==> src/rtl/hier_pkg.sv <==
// Shared definitions for the hierarchy fan-in/fan-out tree nodes.
// Holds the default node width (matching the inst_0..inst_4 fan-out), the
// default payload width, and the child index type at the default width.
package hier_pkg;

   localparam int HIER_NUM_CHILDREN = 5;
   localparam int HIER_DATA_W       = 8;
   localparam int HIER_IDX_W        = $clog2(HIER_NUM_CHILDREN);

   typedef logic [HIER_IDX_W-1:0] child_idx_t;

endpackage

==> src/rtl/rr_arbiter.sv <==
// Pointer-based round-robin arbiter.
// Searches the request vector starting at ptr_i and wrapping modulo N, and
// returns a one-hot grant plus its index. Purely combinational; the caller
// owns the pointer register and decides when to advance it.
//   req_i       : N-bit request vector
//   ptr_i       : index that has highest priority this cycle (0..N-1)
//   grant_o     : one-hot grant, zero when no request
//   grant_idx_o : index of the granted request (0 when none)
//   grant_vld_o : any request granted
module rr_arbiter
   import hier_pkg::*;
#(
   parameter  int N     = HIER_NUM_CHILDREN,
   localparam int IDX_W = $clog2(N)
) (
   input  logic [N-1:0]     req_i,
   input  logic [IDX_W-1:0] ptr_i,
   output logic [N-1:0]     grant_o,
   output logic [IDX_W-1:0] grant_idx_o,
   output logic             grant_vld_o
);

   function automatic logic [IDX_W-1:0] wrap_add(input logic [IDX_W-1:0] base,
                                                 input int unsigned      off);
      int unsigned s;
      s = 32'(base) + off;
      if (s >= 32'(N)) s = s - 32'(N);
      return s[IDX_W-1:0];
   endfunction

   logic [IDX_W-1:0] cand;

   // Scan from the lowest-priority offset down to the pointer so that the
   // last hit, which wins, is the one closest to ptr_i.
   always_comb begin
      grant_o     = '0;
      grant_idx_o = '0;
      grant_vld_o = 1'b0;
      cand        = '0;
      for (int k = N - 1; k >= 0; k--) begin
         cand = wrap_add(ptr_i, k);
         if (req_i[cand]) begin
            grant_vld_o = 1'b1;
            grant_idx_o = cand;
         end
      end
      if (grant_vld_o) grant_o[grant_idx_o] = 1'b1;
   end

endmodule

==> src/rtl/hier_fanin_collector.sv <==
// Hierarchy fan-in node: merges status beats from NUM_CHILDREN children into
// one tagged stream toward the parent, with fair round-robin selection, a
// one-entry output buffer and round tracking.
//   clk, rst_n   : clock, asynchronous active-low reset
//   child_valid  : per-child beat valid
//   child_data   : per-child payload, child i at [i*DATA_W +: DATA_W]
//   child_ready  : per-child accept, one-hot or zero
//   up_valid     : merged beat valid
//   up_data      : merged payload
//   up_idx       : originating child of the merged beat
//   up_ready     : parent accepts the beat
//   round_done   : one-cycle pulse when every child has reported
//   round_cnt    : completed-round count (wraps)
module hier_fanin_collector
   import hier_pkg::*;
#(
   parameter  int NUM_CHILDREN = HIER_NUM_CHILDREN,
   parameter  int DATA_W       = HIER_DATA_W,
   parameter  int RCNT_W       = 16,
   localparam int IDX_W        = $clog2(NUM_CHILDREN)
) (
   input  logic                           clk,
   input  logic                           rst_n,
   input  logic [NUM_CHILDREN-1:0]        child_valid,
   input  logic [NUM_CHILDREN*DATA_W-1:0] child_data,
   output logic [NUM_CHILDREN-1:0]        child_ready,
   output logic                           up_valid,
   output logic [DATA_W-1:0]              up_data,
   output logic [IDX_W-1:0]               up_idx,
   input  logic                           up_ready,
   output logic                           round_done,
   output logic [RCNT_W-1:0]              round_cnt
);

   localparam logic [NUM_CHILDREN-1:0] ALL_SEEN = '1;
   localparam logic [IDX_W-1:0]        LAST_IDX = IDX_W'(NUM_CHILDREN - 1);

   logic                    up_valid_q,   up_valid_d;
   logic [DATA_W-1:0]       up_data_q,    up_data_d;
   logic [IDX_W-1:0]        up_idx_q,     up_idx_d;
   logic [IDX_W-1:0]        ptr_q,        ptr_d;
   logic [NUM_CHILDREN-1:0] seen_q,       seen_d;
   logic                    round_done_q, round_done_d;
   logic [RCNT_W-1:0]       round_cnt_q,  round_cnt_d;

   logic                    buf_free;
   logic [NUM_CHILDREN-1:0] arb_req;
   logic [NUM_CHILDREN-1:0] grant;
   logic [IDX_W-1:0]        grant_idx;
   logic                    accept;
   logic [NUM_CHILDREN-1:0] seen_set;

   // The buffer can take a new beat when empty or when it drains this cycle.
   // Requests are masked during reset so child_ready is held low.
   assign buf_free = !up_valid_q || up_ready;
   assign arb_req  = child_valid & {NUM_CHILDREN{buf_free & rst_n}};

   rr_arbiter #(
      .N (NUM_CHILDREN)
   ) u_arb (
      .req_i       (arb_req),
      .ptr_i       (ptr_q),
      .grant_o     (grant),
      .grant_idx_o (grant_idx),
      .grant_vld_o (accept)
   );

   assign child_ready = grant;
   assign seen_set    = seen_q | grant;

   always_comb begin
      up_valid_d   = up_valid_q;
      up_data_d    = up_data_q;
      up_idx_d     = up_idx_q;
      ptr_d        = ptr_q;
      seen_d       = seen_q;
      round_done_d = 1'b0;
      round_cnt_d  = round_cnt_q;
      if (accept) begin
         // Covers the drain-and-refill case too: the new beat overwrites.
         up_valid_d = 1'b1;
         up_data_d  = child_data[int'(grant_idx)*DATA_W +: DATA_W];
         up_idx_d   = grant_idx;
         ptr_d      = (grant_idx == LAST_IDX) ? '0 : grant_idx + 1'b1;
         if (seen_set == ALL_SEEN) begin
            round_done_d = 1'b1;
            seen_d       = '0;
            round_cnt_d  = round_cnt_q + 1'b1;
         end else begin
            seen_d = seen_set;
         end
      end else if (up_ready) begin
         up_valid_d = 1'b0;
      end
   end

   always_ff @(posedge clk or negedge rst_n) begin
      if (!rst_n) begin
         up_valid_q   <= 1'b0;
         up_data_q    <= '0;
         up_idx_q     <= '0;
         ptr_q        <= '0;
         seen_q       <= '0;
         round_done_q <= 1'b0;
         round_cnt_q  <= '0;
      end else begin
         up_valid_q   <= up_valid_d;
         up_data_q    <= up_data_d;
         up_idx_q     <= up_idx_d;
         ptr_q        <= ptr_d;
         seen_q       <= seen_d;
         round_done_q <= round_done_d;
         round_cnt_q  <= round_cnt_d;
      end
   end

   assign up_valid   = up_valid_q;
   assign up_data    = up_data_q;
   assign up_idx     = up_idx_q;
   assign round_done = round_done_q;
   assign round_cnt  = round_cnt_q;

endmodule

==> config.mk <==
export PLATFORM = sky130hd
export DESIGN_NAME = hier_fanin_collector
export DESIGN_NICKNAME = d
export VERILOG_FILES = /design/src/rtl/hier_pkg.sv /design/src/rtl/rr_arbiter.sv /design/src/rtl/hier_fanin_collector.sv
export SDC_FILE = /design/constraint.sdc
export NUM_CORES = 1
export LEC_CHECK = 0
export BUFFER_PORTS_ARGS = -buffer_cell sky130_fd_sc_hd__buf_4
export CAP_MARGIN = 20
export CORE_MARGIN = 4
export CORE_UTILIZATION = 50
export DETAILED_ROUTE_END_ITERATION = 8
export PLACE_DENSITY_LB_ADDON = 0.15
export SETUP_SLACK_MARGIN = 0.02
export SYNTH_ARGS = -nofsm -noshare
export SYNTH_HDL_FRONTEND = slang
export SYNTH_HIERARCHICAL = 1
export SYNTH_SLANG_ARGS = --single-unit
==> constraint.sdc <==
create_clock -name clk -period 5 [get_ports clk]
set_input_delay 0.5 -clock clk [delete_from_list [all_inputs] [get_ports clk]]
set_output_delay 0.5 -clock clk [all_outputs]
set_load 0.05 [all_outputs]
==> tab_implementation.tex, run 1 <==
\begin{tabular}{lr}
\hline
Metric & Value \\
\hline
\multicolumn{2}{l}{\textbf{Status}} \\
\quad Result of the run & finished clean \\
\multicolumn{2}{l}{\textbf{Worst hold path}} \\
\quad Min-delay worst type & in2async \\
\multicolumn{2}{l}{\textbf{Die}} \\
\quad Width of the die & 87.74 um \\
\quad Area enclosed by the die boundary & 7698 sq um \\
\quad \# rows & 28 \\
\quad Number of top-level pins & 82 \\
\quad Vert. Die Dim & a little under 90 um \\
\quad Core footprint & approximately 6100 sq um \\
\quad Initial core utilization & approximately 52\% \\
\multicolumn{2}{l}{\textbf{Routing}} \\
\quad DRC errors left & 0 \\
\quad Iteration-0 DRC Markers & 239 \\
\quad DR WL/cell & 18.13 um \\
\quad Total detailed-routing wirelength & 8.393 mm \\
\quad Detailed-route via count & 2875 \\
\quad Mean number of vias per cell & 6.210 \\
\quad Number of antenna-violating nets in the routed design & 0 \\
\quad Iteration count of the initial detailed-routing pass & 4 \\
\multicolumn{2}{l}{\textbf{Setup path}} \\
\quad FF-to-FF End & round\_cnt[4] \\
\quad Worst Path Arrival & approximately 4700 ps \\
\quad Capturing element type of the critical path & flop \\
\quad Setup CP Type & reg2reg \\
\quad Flop2flop setup slack & 440 ps \\
\quad Worst Reg-to-Reg Cells & 13 \\
\quad Worst endpoint required time & 5180 ps \\
\quad Largest fanout on the critical path & 15 \\
\quad Kind of start point of the critical path & flop \\
\quad Crit Reg-Reg Startpoint & ptr\_q[1] \\
\multicolumn{2}{l}{\textbf{Yosys}} \\
\quad Post-synthesis sequential area ratio & 29.12\% \\
\quad Top flip-flop cell by instance count after synthesis & dfrtp\_1 \\
\quad Library cells used by synthesis & 78 \\
\quad Average cell area after synthesis & about 10 sq um \\
\quad Post-synthesis instance area & approximately 3200 sq um \\
\quad Leading cell types by total area after synthesis & dfrtp\_1 29\%, mux4\_2 9.2\%, ha\_1 4.7\% \\
\quad Post-synth top area share & 29.12\% \\
\quad EDFF count, synth & 0 \\
\quad Async set-or-reset flop fraction in the synthesized netlist & 100.0\% \\
\quad Synthesis Warnings & 6 \\
\quad Syn Inst Count & 309 \\
\quad Cell with the most instances after synthesis & dfrtp\_1 \\
\quad Cell taking the most area after synthesis & dfrtp\_1 \\
\quad Synthesized netlist net count & 370 \\
\quad Total of flip-flops plus latches after synthesis & 37 \\
\multicolumn{2}{l}{\textbf{Finish}} \\
\quad Post-layout nets & 448 \\
\quad Fraction of layout cells with a size suffix above 1 & 34.54\% \\
\quad Count of inserted antenna diode cells & 0 \\
\quad Area overhead of the layout relative to synthesis & 24.40\% \\
\quad Post-Route Utilization & between 60\% and 70\% \\
\multicolumn{2}{l}{\textbf{STA}} \\
\quad Accumulated negative setup slack & 0 ps \\
\quad Worst Hold Margin & 40.86 ps \\
\quad Final worst setup slack & 443.5 ps \\
\quad Final hold violations & 0 \\
\quad Slew margin rel. & between 50\% and 60\% \\
\quad Maximum clock frequency & between 0.2 and 0.25 GHz \\
\quad Period minus WS final & 4556 ps \\
\quad Final worst-path cycle share & 91.13\% \\
\quad Pins Over Slew Limit & 0 \\
\quad Worst-margin pin slew & 603.7 ps \\
\quad Fin Clk Skew & 8.201 ps \\
\quad Unrepaired setup endpoints after global routing & no \\
\quad Setup violators final & 0 \\
\multicolumn{2}{l}{\textbf{Clocking}} \\
\quad CTS tree & built \\
\quad Clock transition time at the flip-flop clock pins of the worst setup and hold paths & 80 ps \\
\quad Number of buffers on the longest clock path & 2 \\
\quad Cts-stage hold buffer count & 0 \\
\quad \# clock sinks & 37 \\
\quad Gates resized, CTS repair & 0 \\
\quad Clock H-tree levels & 2 \\
\quad Clock Root Buffer & clkbuf\_8 \\
\quad Post-CTS Setup Inserts & 0 \\
\quad Inserted Clock Buffers & 5 \\
\quad Insertion delay of the later-clocked pin in the worst-skew pair & around 300 ps \\
\multicolumn{2}{l}{\textbf{Global routing}} \\
\quad Antenna violations before repair & 0 \\
\quad All-layer global routing usage & between 20\% and 30\% \\
\quad Number of global-route vias before repair & a little under 3000 \\
\quad Wire length of the first global-routing pass & between 10 and 15 mm \\
\quad Pin count of the biggest net entering global routing & 32 \\
\quad Congestion Overflow GR & 0 \\
\multicolumn{2}{l}{\textbf{Placement}} \\
\quad Port Buf Inserts & 81 \\
\quad Final Wtd Congestion & 0.9399 \\
\quad HPWL reported at the end of detailed placement & 6.544 mm \\
\quad Worst slack at placement & $\sim$450 ps \\
\multicolumn{2}{l}{\textbf{Flow run}} \\
\quad \# Max-Cap Violations & 0 \\
\hline
\end{tabular}
[worst max-delay path by stage]
| stage | endpoint | cells past startpoint | start | slack (ps) |
|---|---|---|---|---|
| 2_1_floorplan | round_cnt[1] | 15 | ptr_q[1] | 160 |
| 3_3_place_gp | round_cnt[1] | 12 | ptr_q[1] | 510 |
| 3_5_place_dp | round_cnt[12] | 13 | ptr_q[1] | 450 |
| 4_1_cts | child_ready[0] | 10 | ptr_q[1] | 400 |
| 5_1_grt | round_cnt[4] | 13 | ptr_q[1] | 120 |
| 6_report | round_cnt[4] | 13 | ptr_q[1] | 440 |
[per-layer routing]
metal	wire [um]	part of all wire (%)	GRT usage, %	vias up
met5	0	0	0	-
met4	121	1.4	6.695	0
met3	641	7.6	5.550	15
met2	3962	47	35.27	109
met1	3668	44	31.40	1405
li1	-	-	-	1346
[state kept, by name, indices dropped and copies added, names as in the netlist]
register    flops
up_valid        1
round_cnt      16
up_idx          3
seen_q          5
up_data         8
round_done      1
ptr_q           3
[worst max-delay path, stage by stage, from the launching register on]
cell,delay (ps)
dfrtp_1,430
inv_1,190
ha_1,700
mux4_2,360
or3b_1,370
o31ai_2,110
nor4_1,110
o21bai_1,280
a31oi_4,270
nor4b_2,610
o22ai_4,210
nor3_4,420
nand4_1,190
xnor2_1,170
[cell families after synthesis]
kind of cell / count (synthesis) / synth area share (%)
AND/OR/NAND/NOR: 105 / 20.46
AO/OA/AOI/OAI: 82 / 22.16
flip-flops: 37 / 29.12
buffers and inverters: 29 / 4.368
multiplexers: 24 / 13.30
XOR/XNOR: 19 / 5.234
adder cells (fa/ha/maj): 13 / 5.352
[final cells by class]
cell class	count	area [sq um]
Clock buffer	5	68.82
Timing Repair Buffer	88	660.6
Clock inverter	3	46.29
Sequential cell	37	925.9
Fill cell	505	2106
Multi-Input combinational cell	243	2115
Inverter	12	45.04
Tap cell	75	93.84
[metrics by stage]
stage	instances	cell area [sq um]
floorplan	309	3179
global placement	455	3840
detailed placement	455	3840
CTS	463	3955
global route	463	3955
finish	463	3955
[placed cells by master (no fill, tap or decap), types with 5 or more instances in the layout]
master    count
a221o_1       9
o211ai_1      5
dfrtp_1      37
nor2b_1      15
nand2b_1     10
mux2_2        5
ha_1         12
xnor2_1      15
and3_1        8
nand2_1      15
buf_4        88
mux4_2       13
nor2_1       15
a21oi_1      15
nand3_1       5
clkbuf_8      5
nand4_1       7
inv_1        10
Power of run 1 is not shown: default switching activity piles up to over one toggle a cycle in this logic, so the estimate is an artifact.
==> run 2, diff against run 1 <==
Settings changed: BUFFER_PORTS_ARGS -buffer_cell sky130_fd_sc_hd__buf_4 to -buffer_cell sky130_fd_sc_hd__clkbuf_2, PLACE_DENSITY from default to 0.76, PLACE_DENSITY_LB_ADDON 0.15 to default.
==> tab_implementation.tex, run 2 (synthesized netlist as in run 1, its figures left out) <==
\begin{tabular}{lr}
\hline
Metric & Value \\
\hline
\multicolumn{2}{l}{\textbf{STA}} \\
\quad Fin Clk Skew & 10.15 ps (was 8.201 ps) \\
\quad Maximum clock frequency & 0.2189 GHz (was 0.2195 GHz) \\
\quad Final worst-path cycle share & 91.35\% (was 91.13\%) \\
\quad Final hold violations & 0 (unchanged) \\
\quad Setup violators final & 0 (unchanged) \\
\quad Worst-margin pin slew & 571.9 ps (was 603.7 ps) \\
\quad Slew margin rel. & 61.78\% (was 59.18\%) \\
\quad Accumulated negative setup slack & 0 ps (unchanged) \\
\quad Pins Over Slew Limit & 0 (unchanged) \\
\quad Period minus WS final & 4567 ps (was 4556 ps) \\
\quad Unrepaired setup endpoints after global routing & no (unchanged) \\
\multicolumn{2}{l}{\textbf{Die}} \\
\quad Number of top-level pins & 82 (unchanged) \\
\quad \# rows & 28 (unchanged) \\
\quad Area enclosed by the die boundary & 7698 sq um (unchanged) \\
\quad Core footprint & 6061 sq um (unchanged) \\
\quad Width of the die & 87.74 um (unchanged) \\
\quad Vert. Die Dim & 87.74 um (unchanged) \\
\quad Initial core utilization & 52.46\% (unchanged) \\
\multicolumn{2}{l}{\textbf{Routing}} \\
\quad Number of antenna-violating nets in the routed design & 0 (unchanged) \\
\quad Iteration count of the initial detailed-routing pass & 4 (unchanged) \\
\quad Iteration-0 DRC Markers & 232 (was 239) \\
\quad Total detailed-routing wirelength & 8.208 mm (was 8.393 mm) \\
\quad DRC errors left & 0 (unchanged) \\
\quad DR WL/cell & 17.80 um (was 18.13 um) \\
\quad Detailed-route via count & 2855 (was 2875) \\
\quad Mean number of vias per cell & 6.193 (was 6.210) \\
\multicolumn{2}{l}{\textbf{Finish}} \\
\quad Commonest non-fill, non-tap cells in the layout & 81 x clkbuf\_2, 37 x dfrtp\_1 (was 88 x buf\_4, 37 x dfrtp\_1) \\
\quad Fraction of layout cells with a size suffix above 1 & 34.20\% (was 34.54\%) \\
\quad Post-Route Utilization & 61.37\% (was 65.26\%) \\
\quad Post-layout nets & 447 (was 448) \\
\quad Count of inserted antenna diode cells & 0 (unchanged) \\
\quad Most common library cell in the layout ignoring fill and taps & clkbuf\_2 (was buf\_4) \\
\quad Flip-flop count of the largest register, all copies and words added & 16 (unchanged) \\
\quad Area overhead of the layout relative to synthesis & 17.00\% (was 24.40\%) \\
\multicolumn{2}{l}{\textbf{Setup path}} \\
\quad CP Cell Sequence & inv\_2 -> ha\_1 -> inv\_1 -> fa\_1 -> or4\_1 -> a21oi\_1 -> a21o\_1 -> o21bai\_1 -> a31oi\_4 -> nor4b\_2 -> clkbuf\_2 (was inv\_1 -> ha\_1 -> mux4\_2 -> or3b\_1 -> o31ai\_2 -> nor4\_1 -> o21bai\_1 -> a31oi\_4 -> nor4b\_2 -> o22ai\_4 -> nor3\_4 -> nand4\_1 -> xnor2\_1) \\
\quad Setup CP Type & reg2out (was reg2reg) \\
\quad Worst endpoint required time & 4500 ps (was 5180 ps) \\
\quad Capturing element type of the critical path & output port (was flop) \\
\quad Largest stage delay on the critical path & 610 ps (was 700 ps) \\
\quad Worst Path Arrival & 4070 ps (was 4740 ps) \\
\quad Crit-path slowest cell & nor4b\_2 (was ha\_1) \\
\quad Worst Reg-to-Reg Cells & 13 (unchanged) \\
\quad Kind of start point of the critical path & flop (unchanged) \\
\quad Crit Reg-Reg Startpoint & ptr\_q[0] (was ptr\_q[1]) \\
\quad Flop2flop setup slack & 510 ps (was 440 ps) \\
\quad FF-to-FF End & round\_cnt[1] (was round\_cnt[4]) \\
\quad Launching instance or port of the critical path & ptr\_q[0] (was ptr\_q[1]) \\
\quad Largest fanout on the critical path & 15 (unchanged) \\
\multicolumn{2}{l}{\textbf{Clocking}} \\
\quad CTS tree & built (unchanged) \\
\quad Clock Root Buffer & clkbuf\_8 (unchanged) \\
\quad Post-CTS Setup Inserts & 0 (unchanged) \\
\quad Gates resized, CTS repair & 0 (unchanged) \\
\quad Insertion delay of the later-clocked pin in the worst-skew pair & 290 ps (was 300 ps) \\
\quad Number of buffers on the longest clock path & 2 (unchanged) \\
\quad Cts-stage hold buffer count & 0 (unchanged) \\
\quad Clock transition time at the flip-flop clock pins of the worst setup and hold paths & 70 ps (was 80 ps) \\
\quad \# clock sinks & 37 (unchanged) \\
\quad Inserted Clock Buffers & 5 (unchanged) \\
\quad Clock H-tree levels & 2 (unchanged) \\
\multicolumn{2}{l}{\textbf{Placement}} \\
\quad Port Buf Inserts & 81 (unchanged) \\
\quad Final Wtd Congestion & 0.9877 (was 0.9399) \\
\quad HPWL reported at the end of detailed placement & 6.539 mm (was 6.544 mm) \\
\multicolumn{2}{l}{\textbf{Global routing}} \\
\quad All-layer global routing usage & 22.32\% (was 22.67\%) \\
\quad Wire length of the first global-routing pass & 13.66 mm (was 13.94 mm) \\
\quad Pin count of the biggest net entering global routing & 38 (was 32) \\
\quad Congestion Overflow GR & 0 (unchanged) \\
\quad Number of global-route vias before repair & 2900 (was 2938) \\
\quad Antenna violations before repair & 0 (unchanged) \\
\multicolumn{2}{l}{\textbf{Status}} \\
\quad Result of the run & finished clean (unchanged) \\
\multicolumn{2}{l}{\textbf{Flow run}} \\
\quad \# Max-Cap Violations & 0 (unchanged) \\
\multicolumn{2}{l}{\textbf{Worst hold path}} \\
\quad Min-delay worst type & in2async (unchanged) \\
\hline
\end{tabular}
## run 2: cell count changes in the layout (fill, tap and decap cells not counted), sizes merged
| cell | change |
|---|---|
| buf | -82 |
| bufinv | -1 |
| clkinv | -1 |
| clkbuf | +82 |
## run 2: stage by stage
stage / cells / worst slack (ps) / hold WS (ps) / area, sq um
detailed placement: 454 / 615.7 / 472.9 / 3630
finish: 461 / 432.6 / 304.5 / 3720
CTS: 461 / 513.2 / 328.1 / 3720
global route: 461 / 234.2 / 369.6 / 3720
global placement: 454 / 645.3 / 466.1 / 3630
floorplan: 309 / 159.0 / 204.4 / 3179
## run 2: final cells by class
class,count,area [sq um]
Clock buffer,6,82.58
Clock inverter,1,7.507
Fill cell,508,2341
Inverter,12,45.04
Multi-Input combinational cell,243,2115
Sequential cell,37,925.9
Tap cell,75,93.84
Timing Repair Buffer,87,450.4
## run 2: routing by layer
| layer | vias up | GRT usage [%] | share of wire [%] |
|---|---|---|---|
| met1 | 1340 | 30.08 | 42 |
| met3 | 20 | 5.644 | 9.8 |
| li1 | 1342 | - | - |
| met4 | 0 | 7.810 | 2.6 |
| met5 | - | 0 | 0 |
| met2 | 153 | 35.00 | 46 |
## run 2: worst max-delay path by stage
stage	to	slack (ps)	cells past startpoint
2_1_floorplan	round_cnt[1]	160	15
3_3_place_gp	round_cnt[1]	650	13
3_5_place_dp	round_cnt[1]	620	13
4_1_cts	child_ready[0]	510	11
5_1_grt	round_cnt[8]	230	13
6_report	child_ready[0]	430	11
## run 2: worst max-delay path: cells and delay by family (launching register included)
kind / cells / cell delay (ps)
compound gates: 4 / 910
buf+inv: 3 / 650
simple gates: 2 / 1140
fa+ha+maj: 2 / 690
flops: 1 / 390
Power of run 2 is left out for the same reason.
==> run 3, diff against run 2 <==
Settings changed: REMOVE_ABC_BUFFERS from default to 1.
==> tab_implementation.tex, run 3 (synthesized netlist as in run 1, its figures left out) <==
\begin{tabular}{lr}
\hline
Metric & Value \\
\hline
\multicolumn{2}{l}{\textbf{Global routing}} \\
\quad Pin count of the biggest net entering global routing & 38 (unchanged) \\
\quad Antenna violations before repair & 0 (unchanged) \\
\quad All-layer global routing usage & 20.86\% (was 22.32\%) \\
\quad Congestion Overflow GR & 0 (unchanged) \\
\quad Number of global-route vias before repair & 2745 (was 2900) \\
\quad Wire length of the first global-routing pass & 12.85 mm (was 13.66 mm) \\
\multicolumn{2}{l}{\textbf{Setup path}} \\
\quad Worst endpoint required time & 4500 ps (about the same) \\
\quad Setup CP Type & reg2out (unchanged) \\
\quad Crit Reg-Reg Startpoint & ptr\_q[0] (unchanged) \\
\quad Capturing element type of the critical path & output port (unchanged) \\
\quad Launching instance or port of the critical path & ptr\_q[0] (unchanged) \\
\quad Kind of start point of the critical path & flop (unchanged) \\
\quad Largest fanout on the critical path & 15 (unchanged) \\
\quad Worst Path Arrival & 4030 ps (was 4070 ps) \\
\quad Worst Reg-to-Reg Cells & 13 (unchanged) \\
\multicolumn{2}{l}{\textbf{Clocking}} \\
\quad Number of buffers on the longest clock path & 2 (unchanged) \\
\quad \# clock sinks & 37 (unchanged) \\
\quad Inserted Clock Buffers & 5 (unchanged) \\
\quad Post-CTS Setup Inserts & 0 (unchanged) \\
\quad Insertion delay of the later-clocked pin in the worst-skew pair & 280 ps (was 290 ps) \\
\quad Clock H-tree levels & 2 (unchanged) \\
\quad CTS tree & built (unchanged) \\
\quad Gates resized, CTS repair & 0 (unchanged) \\
\quad Clock Root Buffer & clkbuf\_8 (unchanged) \\
\quad Cts-stage hold buffer count & 0 (unchanged) \\
\quad Clock transition time at the flip-flop clock pins of the worst setup and hold paths & 70 ps (about the same) \\
\multicolumn{2}{l}{\textbf{Placement}} \\
\quad Final Wtd Congestion & 0.9215 (was 0.9877) \\
\quad HPWL reported at the end of detailed placement & 5.908 mm (was 6.539 mm) \\
\quad Port Buf Inserts & 81 (unchanged) \\
\multicolumn{2}{l}{\textbf{STA}} \\
\quad Unrepaired setup endpoints after global routing & no (unchanged) \\
\quad Fin Clk Skew & 3.640 ps (was 10.15 ps) \\
\quad Setup violators final & 0 (unchanged) \\
\quad Final hold violations & 0 (unchanged) \\
\quad Period minus WS final & 4527 ps (was 4567 ps) \\
\quad Slew margin rel. & 56.66\% (was 61.78\%) \\
\quad Worst-margin pin slew & 648.5 ps (was 571.9 ps) \\
\quad Accumulated negative setup slack & 0 ps (unchanged) \\
\quad Maximum clock frequency & 0.2209 GHz (was 0.2189 GHz) \\
\quad Final worst-path cycle share & 90.53\% (was 91.35\%) \\
\quad Pins Over Slew Limit & 0 (unchanged) \\
\multicolumn{2}{l}{\textbf{Routing}} \\
\quad DR WL/cell & 16.80 um (was 17.80 um) \\
\quad Number of antenna-violating nets in the routed design & 0 (unchanged) \\
\quad Detailed-route via count & 2824 (was 2855) \\
\quad Iteration count of the initial detailed-routing pass & 4 (unchanged) \\
\quad Iteration-0 DRC Markers & 168 (was 232) \\
\quad DRC errors left & 0 (unchanged) \\
\quad Mean number of vias per cell & 6.153 (was 6.193) \\
\quad Total detailed-routing wirelength & 7.710 mm (was 8.208 mm) \\
\multicolumn{2}{l}{\textbf{Die}} \\
\quad Vert. Die Dim & 87.74 um (unchanged) \\
\quad Initial core utilization & 52.46\% (unchanged) \\
\quad \# rows & 28 (unchanged) \\
\quad Width of the die & 87.74 um (unchanged) \\
\quad Core footprint & 6061 sq um (unchanged) \\
\quad Area enclosed by the die boundary & 7698 sq um (unchanged) \\
\quad Number of top-level pins & 82 (unchanged) \\
\multicolumn{2}{l}{\textbf{Worst hold path}} \\
\quad Min-delay worst type & in2async (unchanged) \\
\multicolumn{2}{l}{\textbf{Finish}} \\
\quad Flip-flop count of the largest register, all copies and words added & 16 (unchanged) \\
\quad Post-layout nets & 445 (was 447) \\
\quad Count of inserted antenna diode cells & 0 (unchanged) \\
\quad Fraction of layout cells with a size suffix above 1 & 33.59\% (was 34.20\%) \\
\quad Most common library cell in the layout ignoring fill and taps & clkbuf\_2 (unchanged) \\
\quad Commonest non-fill, non-tap cells in the layout & 81 x clkbuf\_2, 37 x dfrtp\_1 (unchanged) \\
\quad Area overhead of the layout relative to synthesis & 16.41\% (was 17.00\%) \\
\multicolumn{2}{l}{\textbf{Flow run}} \\
\quad \# Max-Cap Violations & 0 (unchanged) \\
\multicolumn{2}{l}{\textbf{Status}} \\
\quad Result of the run & finished clean (unchanged) \\
\hline
\end{tabular}
## run 3: cell types whose count changed in the layout (fill, tap and decap cells not counted)
cell and change:
buf_4 -2, clkbuf_1 +1, clkinvlp_4 -1
## run 3: worst paths after layout
kind	slack [ps]	endpoint
worst max-delay path	470	child_ready[0]
worst min-delay path	320	up_valid
worst max register to register	540	round_cnt[1]
worst min register to register	480	round_cnt[15]
max in group asynchronous	4350	up_data[3]
min in group clk	440	up_data[0]
## run 3: layer usage
| metal | GRT usage, % | vias up | share of wire (%) |
|---|---|---|---|
| li1 | - | 1343 | - |
| met1 | 30.15 | 1351 | 44 |
| met2 | 32.67 | 119 | 47 |
| met3 | 3.481 | 11 | 8.0 |
| met4 | 5.160 | 0 | 1.4 |
| met5 | 0 | - | 0 |
## run 3: layout make-up
| cell class | instances | area, sq um |
|---|---|---|
| timing repair buffer | 85 | 435.4 |
| sequential | 37 | 925.9 |
| clock buffer | 7 | 86.33 |
| tap | 75 | 93.84 |
| multi-input combinational | 243 | 2115 |
| inverter | 12 | 45.04 |
| fill | 515 | 2360 |
## run 3: worst max-delay path, cell delays in order (launching register included)
cell and delay, ps:
dfrtp_1 400, inv_2 190, ha_1 220, inv_1 60, fa_1 450, or4_1 490
a21oi_1 260, a21o_1 220, o21bai_1 190, a31oi_4 280, nor4b_2 610, clkbuf_2 380
## run 3: stage by stage
step | setup WS [ps] | cell area (sq um) | hold slack, ps | utilization (%) | instances
after floorplan | -257.8 | 3085 | 204.4 | - | 292
after global placement | 633.1 | 3615 | 461.0 | 59.64 | 452
after detailed placement | 594.3 | 3615 | 468.2 | 59.64 | 452
after CTS | 522.4 | 3701 | 339.4 | 61.07 | 459
after global routing | 245.0 | 3701 | 364.4 | 61.07 | 459
final | 473.3 | 3701 | 320.5 | 61.07 | 459
Power of run 3 is left out for the same reason.
